<file path="config.mk">
export PLATFORM = sky130hd
export DESIGN_NAME = perceptron_trainer
export DESIGN_NICKNAME = d
export VERILOG_FILES = /design/src/rtl/perceptron_trainer_pkg.sv /design/src/rtl/perceptron_trainer_weight_update.sv /design/src/rtl/perceptron_trainer.sv
export SDC_FILE = /design/constraint.sdc
export NUM_CORES = 1
export LEC_CHECK = 0
export CORE_MARGIN = 3
export CORE_UTILIZATION = 40
export CTS_CLUSTER_SIZE = 20
export DETAILED_ROUTE_END_ITERATION = 7
export PLACE_DENSITY = 0.75
export SKIP_CTS_REPAIR_TIMING = 1
export SYNTH_ARGS = -nofsm -noshare
export SYNTH_HDL_FRONTEND = slang
export SYNTH_HIERARCHICAL = 1
export SYNTH_SLANG_ARGS = --single-unit
</file>
<file path="constraint.sdc">
create_clock -name clk -period 9.9 [get_ports clk]
set_clock_uncertainty 0.05 [all_clocks]
set_input_delay 2.475 -clock clk [delete_from_list [all_inputs] [get_ports clk]]
set_output_delay 2.475 -clock clk [all_outputs]
set_load 0.005 [all_outputs]
</file>
<file path="src/rtl/perceptron_trainer_pkg.sv">
// Shared types and weight-word packing for the perceptron trainer.
// Word layout: [95:60] 3-bit HOBs, [59:0] 5-bit LOBs, weight i = {HOB i, LOB i}.
package perceptron_trainer_pkg;
   localparam int WT_W   = 8;
   localparam int HOB_W  = 3;
   localparam int LOB_W  = 5;
   localparam int NUM_WT = 12;
   localparam int WORD_W = NUM_WT * WT_W;

   typedef enum logic {ST_INIT, ST_RUN} state_e;
   typedef logic [NUM_WT-1:0][WT_W-1:0] wvec_t;

   function automatic wvec_t unpack_w(input logic [WORD_W-1:0] word);
      wvec_t v;
      for (int i = 0; i < NUM_WT; i++)
         v[i] = {word[NUM_WT*LOB_W + HOB_W*i +: HOB_W], word[LOB_W*i +: LOB_W]};
      return v;
   endfunction

   function automatic logic [WORD_W-1:0] pack_w(input wvec_t v);
      logic [WORD_W-1:0] word;
      word = '0;
      for (int i = 0; i < NUM_WT; i++) begin
         word[NUM_WT*LOB_W + HOB_W*i +: HOB_W] = v[i][WT_W-1:LOB_W];
         word[LOB_W*i +: LOB_W]                = v[i][LOB_W-1:0];
      end
      return word;
   endfunction
endpackage

</file>
<file path="src/rtl/perceptron_trainer_weight_update.sv">
// Single-weight saturating +/-1 step; passes the weight through when not training.
module pt_weight_update
   import perceptron_trainer_pkg::*;
(
   input  logic [WT_W-1:0] w_in,
   input  logic            inc,
   input  logic            en,
   output logic [WT_W-1:0] w_out
);
   always_comb begin
      w_out = w_in;
      if (en) begin
         if (inc) begin
            if (w_in != 8'h7F) w_out = w_in + 8'd1;
         end else begin
            if (w_in != 8'h80) w_out = w_in - 8'd1;
         end
      end
   end
endmodule

</file>
<file path="src/rtl/perceptron_trainer.sv">
// Two-stage perceptron training pipeline with post-reset table clear sweep.
// Optional PT_BYPASS_EN forwards in-flight weight words to same-index branches.
module perceptron_trainer
   import perceptron_trainer_pkg::*;
#(
   parameter int ENTRIES  = 64,
   parameter int IDX_W    = 6,
   parameter int GHR_SIZE = 12,
   parameter int THETA    = 4
) (
   input  logic              clk,
   input  logic              reset,
   input  logic              ex_valid,
   input  logic [31:0]       ex_pc,
   input  logic [95:0]       ex_weights,
   input  logic [11:0]       ex_ghr,
   input  logic [7:0]        ex_sum,
   input  logic              ex_dir,
   input  logic              ex_pred_dir,
   input  logic              stall,
   output logic              in_ready,
   output logic              up_valid,
   output logic              up_wen,
   output logic [IDX_W-1:0]  up_index,
   output logic [95:0]       up_data,
   output logic              up_dir,
   output logic              up_miss,
   output logic              init_done,
   output logic [31:0]       train_count
);
   state_e state_q, state_d;
   logic [IDX_W-1:0] cnt_q, cnt_d;
   logic [31:0] tc_q, tc_d;

   logic s1_valid_q, s1_valid_d, s1_dir_q, s1_dir_d, s1_pred_q, s1_pred_d;
   logic [IDX_W-1:0] s1_idx_q, s1_idx_d;
   logic [95:0] s1_w_q, s1_w_d;
   logic [11:0] s1_ghr_q, s1_ghr_d;
   logic [7:0] s1_sum_q, s1_sum_d;

   logic o_valid_q, o_valid_d, o_wen_q, o_wen_d, o_dir_q, o_dir_d, o_miss_q, o_miss_d;
   logic [IDX_W-1:0] o_idx_q, o_idx_d;
   logic [95:0] o_data_q, o_data_d;

   logic run, accept, s2_miss, s2_train;
   logic [IDX_W-1:0] ex_idx;
   logic [8:0] s2_sum9, s2_abs;
   logic [95:0] src_w, s2_word;
   wvec_t s1_wv, s2_new_wv;
   logic unused_pc;

   assign ex_idx    = ex_pc[IDX_W+1:2];
   assign unused_pc = ^{ex_pc[31:IDX_W+2], ex_pc[1:0]};
   assign run       = (state_q == ST_RUN);
   assign in_ready  = run & ~stall & ~reset;
   assign accept    = ex_valid & in_ready;

   // Stage 2: learning rule on the registered snapshot.
   assign s2_miss  = s1_dir_q ^ s1_pred_q;
   assign s2_sum9  = {s1_sum_q[7], s1_sum_q};
   assign s2_abs   = s2_sum9[8] ? (~s2_sum9 + 9'd1) : s2_sum9;
   assign s2_train = s2_miss | (s2_abs <= 9'(THETA));
   assign s1_wv    = unpack_w(s1_w_q);
   assign s2_word  = pack_w(s2_new_wv);

   for (genvar g = 0; g < GHR_SIZE; g++) begin : g_wt
      pt_weight_update u_wu (
         .w_in  (s1_wv[g]),
         .inc   (s1_dir_q == s1_ghr_q[g]),
         .en    (s2_train),
         .w_out (s2_new_wv[g])
      );
   end

`ifdef PT_BYPASS_EN
   // One-entry record of the newest trained word, loaded as it enters the output stage.
   logic last_vld_q, last_vld_d;
   logic [IDX_W-1:0] last_idx_q, last_idx_d;
   logic [95:0] last_data_q, last_data_d;

   always_comb begin
      last_vld_d  = last_vld_q;
      last_idx_d  = last_idx_q;
      last_data_d = last_data_q;
      if (!stall && s1_valid_q && s2_train) begin
         last_vld_d  = 1'b1;
         last_idx_d  = s1_idx_q;
         last_data_d = s2_word;
      end
      src_w = ex_weights;
      if (s1_valid_q && s2_train && s1_idx_q == ex_idx) src_w = s2_word;
      else if (last_vld_q && last_idx_q == ex_idx)       src_w = last_data_q;
   end

   always_ff @(posedge clk) begin
      if (reset) begin
         last_vld_q  <= 1'b0;
         last_idx_q  <= '0;
         last_data_q <= '0;
      end else begin
         last_vld_q  <= last_vld_d;
         last_idx_q  <= last_idx_d;
         last_data_q <= last_data_d;
      end
   end
`else
   assign src_w = ex_weights;
`endif

   always_comb begin
      state_d = state_q;  cnt_d = cnt_q;  tc_d = tc_q;
      s1_valid_d = s1_valid_q;  s1_idx_d = s1_idx_q;  s1_w_d = s1_w_q;
      s1_ghr_d = s1_ghr_q;  s1_sum_d = s1_sum_q;  s1_dir_d = s1_dir_q;  s1_pred_d = s1_pred_q;
      o_valid_d = o_valid_q;  o_wen_d = o_wen_q;  o_idx_d = o_idx_q;
      o_data_d = o_data_q;  o_dir_d = o_dir_q;  o_miss_d = o_miss_q;
      if (!stall) begin
         if (state_q == ST_INIT) begin
            cnt_d = cnt_q + 1'b1;
            if (cnt_q == IDX_W'(ENTRIES-1)) state_d = ST_RUN;
         end
         s1_valid_d = accept;
         if (accept) begin
            s1_idx_d  = ex_idx;
            s1_w_d    = src_w;
            s1_ghr_d  = ex_ghr;
            s1_sum_d  = ex_sum;
            s1_dir_d  = ex_dir;
            s1_pred_d = ex_pred_dir;
         end
         o_valid_d = s1_valid_q;
         o_wen_d   = s1_valid_q & s2_train;
         if (s1_valid_q) begin
            o_idx_d  = s1_idx_q;
            o_data_d = s2_word;
            o_dir_d  = s1_dir_q;
            o_miss_d = s2_miss;
         end
         if (run && o_wen_q) tc_d = tc_q + 32'd1;
      end
   end

   always_ff @(posedge clk) begin
      if (reset) begin
         state_q <= ST_INIT;  cnt_q <= '0;  tc_q <= '0;
         s1_valid_q <= 1'b0;  s1_idx_q <= '0;  s1_w_q <= '0;
         s1_ghr_q <= '0;  s1_sum_q <= '0;  s1_dir_q <= 1'b0;  s1_pred_q <= 1'b0;
         o_valid_q <= 1'b0;  o_wen_q <= 1'b0;  o_idx_q <= '0;
         o_data_q <= '0;  o_dir_q <= 1'b0;  o_miss_q <= 1'b0;
      end else begin
         state_q <= state_d;  cnt_q <= cnt_d;  tc_q <= tc_d;
         s1_valid_q <= s1_valid_d;  s1_idx_q <= s1_idx_d;  s1_w_q <= s1_w_d;
         s1_ghr_q <= s1_ghr_d;  s1_sum_q <= s1_sum_d;  s1_dir_q <= s1_dir_d;  s1_pred_q <= s1_pred_d;
         o_valid_q <= o_valid_d;  o_wen_q <= o_wen_d;  o_idx_q <= o_idx_d;
         o_data_q <= o_data_d;  o_dir_q <= o_dir_d;  o_miss_q <= o_miss_d;
      end
   end

   // Outputs are suppressed while stalled or in reset, so a held result reappears once stall drops.
   assign up_valid    = run & o_valid_q & ~stall & ~reset;
   assign up_wen      = run ? (o_wen_q & ~stall & ~reset) : (~stall & ~reset);
   assign up_index    = run ? o_idx_q  : cnt_q;
   assign up_data     = run ? o_data_q : '0;
   assign up_dir      = o_dir_q;
   assign up_miss     = o_miss_q;
   assign init_done   = run;
   assign train_count = tc_q;
endmodule
</file>
# Word level (Yosys, flattened, before mapping)
# Index checks and enable logic that the tools add are counted.
word_totals:
  n_memories: 0
  ff_bits: 270
  wordCells: 156
  in_bits: 154
  mem_bits_rw: 0
  latchBits: 0
  rom_bits: 0
classes:
  shift: 0
  reduce_logical: 5
  add_sub_neg: 27
  n_mux: 54
  bitwise: 16
  div: 0
  n_lt_le_gt_ge: 1
  eq_ne: 37
  n_mul: 0
ops:
  columns: ["cell", "n"]
  rows:
  - ["2-to-1 mux 8 bit", 48]
  - ["adder 8 x 1 -> 8 bit, second input constant", 12]
  - ["2-to-1 mux 96 bit", 1]
  - ["inequality test 8 x 7 -> 1 bit, second input constant", 12]
  - ["inequality test 8 bit, second input constant", 12]
  - ["subtractor 8 x 1 -> 8 bit, second input constant", 12]
  - ["adder 32 x 1 -> 32 bit, second input constant", 1]
  - ["== test 1 bit", 12]
  - ["AND 1 bit", 10]
  - ["adder 9 x 1 -> 9 bit, second input constant", 1]
  - ["<= comparator 9 x 3 -> 1 bit, second input constant", 1]
  - ["2-to-1 mux 9 bit", 1]
  - ["NOT 9 bit", 1]
  - ["AND reduction 2 bit", 4]
  - ["adder 6 x 1 -> 6 bit, second input constant", 1]
  - ["== test 6 bit, second input constant", 1]
  - ["2-to-1 mux 6 bit", 1]
  - ["2-to-1 mux 1 bit", 3]
  - ["NOT 1 bit", 3]
  - ["logical AND 1 bit", 1]
  - ["bitwise OR 1 bit", 1]
  - ["XOR 1 bit", 1]

# Depth between registers and ports, before layout
logic_depth:
  word_depth: 6
  depth_mapped: 13
  mapped_depth_nobuf: 13

# By module
# The synthesis kept the hierarchy.
modules_own_cells:
  columns: ["module", "seq_area_each_um2", "cells_per_inst", "area_each_um2", "instances"]
  rows:
  - ["perceptron_trainer", 5405.2, 1362, 10719.0, 1]
  - ["pt_weight_update (g_wt[0].u_wu ...)", 0.0, 78, 528.0, 11]
  - ["pt_weight_update (g_wt[9].u_wu)", 0.0, 83, 566.8, 1]

# Worst setup path after synthesis
# No wires, ideal clock.
synth_path:
  kind: "input to output"
  start: "input stall"
  end: "output up_wen"
  setup_slack_ns: 4.379
  arrival_time_ns: 2.996
  stages: 3
  path_cell_list: "buf_2 > nor2_1 > a21boi_0"
synth_between:
  elab_chain_cells: 4
  word_cells_on_any_way: 5
  cone_classes: "mux (1); bitwise (4)"
synth_rtl:
  columns: ["element", "line", "rtl"]
  rows:
  - ["start: declaration", "perceptron_trainer.sv:20", "input logic stall,"]
  - ["NOT 1 bit (no line) (*)", null, null]
  - ["AND 1 bit (2 in a row)", "perceptron_trainer.sv:160", "assign up_wen = run ? (o_wen_q & ~stall & ~reset) : (~stall & ~reset);"]
  - ["2-to-1 mux 1 bit (*)", "perceptron_trainer.sv:160", null]
  - ["end: declaration", "perceptron_trainer.sv:23", "output logic up_wen,"]
# Mark *: on every way between the ends. The rest lies on a longest branch, timed or not.

# Final worst setup path
# Ends and elaborated chain as after synthesis.

==> run metrics <==
ANT nets after route=0; hpwl dp=33670 µm; crit path DAT=4170 ps; fraction of layout cells with a size suffix above 1=0.06467; Mapped Avg Cell Area=7.422 µm²; Hold Crit Class=register to register; Peak Freq=149.3 MHz; Initial Util=0.4066; Sw Share=0.2216; slew of the pin with the lowest slew margin=1045 ps; Power Density=113.5 nW/µm²; vias per cell=5.676; DP Area=19740 µm²; unrepaired setup endpoints after global routing=no; GP Congestion=0.8897; Remaining DRCs=0; Cell Area, Synth=17090 µm²; Lkg Pwr=7.180 nW; Seq cells post-synth=270; worst path required time=7380 ps; Relative slew margins=0.2982; Clk pwr share=0.506; Place WS=3199 ps; crit path kind=input pin to output port; Chip Height=212.7 µm; Reg power frac=0.461; Clock Latency Late Sink=590 ps; CP Max Fanout=11; register area=5409 µm²; vias post-DR=17110; DIE WIDTH=212.7 µm; synth top area cells=dfxtp_1 (32%), nand2_1 (12%), a21oi_1 (8.3%); Sink Count=270; GRT overflow=0; 1st-iter DRT viols=1117; nature of the critical path startpoint=input pin; Max Slew Vio Count=0; status=completed; IO Pins=294; Syn. warnings=6; gr usage total=0.2100; Post-synth EDFFs=0; count leader, synth=nand2_1; CTS tree=done; row count=75; core box area=42040 µm²; final hold violations=0; Area Overhead vs Synth=21.68%; r2r startpoint=s1_sum_q[0]$_SDFFE_PP0P_; Most used DFF post-synth=dfxtp_1; Post-synth top cells=nand2_1 (525), a21oi_1 (283), dfxtp_1 (270), nor2_1 (113), and2_1 (111); Avg WL per Cell=16.73 µm; gate count after technology mapping=2303; global routing's busiest layer=met2; min-delay src=o_data_q[15]$_SDFFE_PP0P_; sequential cell area fraction in the yosys report=0.3162; Final WS setup=3204 ps; critical path endpoint category=output port; largest buffer count on any clock path=3; antenna violations before repair=3; post-synthesis net count=2496; Async SR Flop Fraction=0; Worst-path clk slew=60 ps; area leader, netlist=dfxtp_1; fin nets=2643; met2 Track Usage GR=0.3609; met3 Track Usage GR=0.03041; Logic pwr share=0.033; Netlist cell types=70; Filler cells=4036; fin crit share=0.6764; setup TNS=0 ps; internal power=0.001838 W; CTS buffer count=30; Tmin final=6696 ps; Root Buffer=clkbuf_16; Multi-input gate area=10680 µm²; # port buffers=267; vias in the first global route=15790; drt total wl=50430 µm; Critical path origin=stall; switching pwr=0.0005235 W; H-tree depth=1; met1 usage=0.2733; Final Instance Area=20800 µm²; max-cap check violation count=0; largest net degree at the start of global routing=114; Yosys top cell area share=0.3162; worst vdd ir=0.1158 mV; Die ar.=45250 µm²; drt first pass iters=6; global-route wire length before repair=80100 µm; endpoints failing setup=0
==> layout make-up <==
class | count | area share
clock buffer | 38 | 0.03994
clock inverter | 18 | 0.01101
tap | 539 | 0.03242
multi-input combinational | 1812 | 0.5136
antenna | 2 | 0.0002406
sequential | 270 | 0.2600
timing repair buffer | 276 | 0.1319
inverter | 60 | 0.01083
==> placed cells by master (no fill, tap or decap), types with 23 or more instances in the layout <==
cell type        instances
o22ai_1                 37
o21ai_0                 66
and2_1                 111
inv_1                   60
nand4_1                 30
dfxtp_1                269
nand2b_1                36
or3_1                   28
o32ai_1                 23
nand3_1                 36
and3_1                  27
xnor2_1                 61
o211ai_1                45
a21oi_1                283
and4_1                  36
clkdlybuf4s50_1        266
clkbuf_16               30
nand2_1                524
ha_1                    39
nor2_1                 113
a21boi_0                35
==> state kept, by name (all words and copies together), names as in the netlist <==
register     flops
s1_dir_q         1
init_done        1
o_wen_q          1
s1_idx_q         6
s1_w_q          96
o_idx_q          6
s1_pred_q        1
cnt_q            6
s1_ghr_q        12
train_count     32
up_dir           1
o_data_q        96
up_miss          1
s1_sum_q         8
s1_valid_q       1
o_valid_q        1
==> power groups by stage <==
stage | Sequential (W) | Clock, W | Combinational (W)
final | 0.00109 | 0.00120 | 0.0000778
after global routing | 0.00109 | 0.00126 | 0.0000830
after CTS | 0.00109 | 0.00123 | 0.0000787
after detailed placement | 0.00111 | 0 | 0.0000782
after global placement | 0.00111 | 0 | 0.0000776
after floorplan | 0.00111 | 0 | 0.0000199
==> routing by layer <==
metal  vias to the layer above  wire, µm
met5                         -        27
met4                         4      1444
met3                        89      2632
met2                       493     24170
met1                      8102     22160
li1                       8425         -
==> cells by family (layout without fill, tap and decap cells) <==
logic type | after synthesis | count (layout) | share of synthesized area
and+or+nand+nor | 1093 | 1093 | 0.3283
AOI/OAI and AO/OA | 604 | 604 | 0.2261
DFF | 270 | 270 | 0.3162
buffers and inverters | 221 | 392 | 0.06075
xor gates and xnor gates | 66 | 66 | 0.03382
adders and majority gates | 39 | 39 | 0.02855
muxes | 10 | 10 | 0.006295
other | 0 | 2 | 0
==> worst max-delay path, cell delays in order <==
cell             delay, ps
clkdlybuf4s50_1        650
nor2_1                 300
a21boi_0               220
clkdlybuf4s50_1        530
==> worst paths after layout <==
kind                                     to  slack (ps)  cells after the start
setup / recovery                     up_wen        3200                      4
hold / removal    o_data_q[15]$_SDFFE_PP0P_         400                      2
setup reg to reg  o_data_q[65]$_SDFFE_PP0P_        5410                     14
hold reg to reg   o_data_q[15]$_SDFFE_PP0P_         400                      2
==> stage by stage <==
stage / utilization / cells / power, W / hold WS [ps]
2_1_floorplan: - / 2303 / 0.001132 / 381.7
3_3_place_gp: 0.4694 / 2957 / 0.001190 / 389.2
3_5_place_dp: 0.4694 / 2957 / 0.001191 / 393.4
4_1_cts: 0.4946 / 3013 / 0.002393 / 401.9
5_1_grt: 0.4947 / 3014 / 0.002435 / 418.4
6_report: 0.4948 / 3015 / 0.002362 / 401.2
No activity file was read; power rests on OpenSTA's default activity.
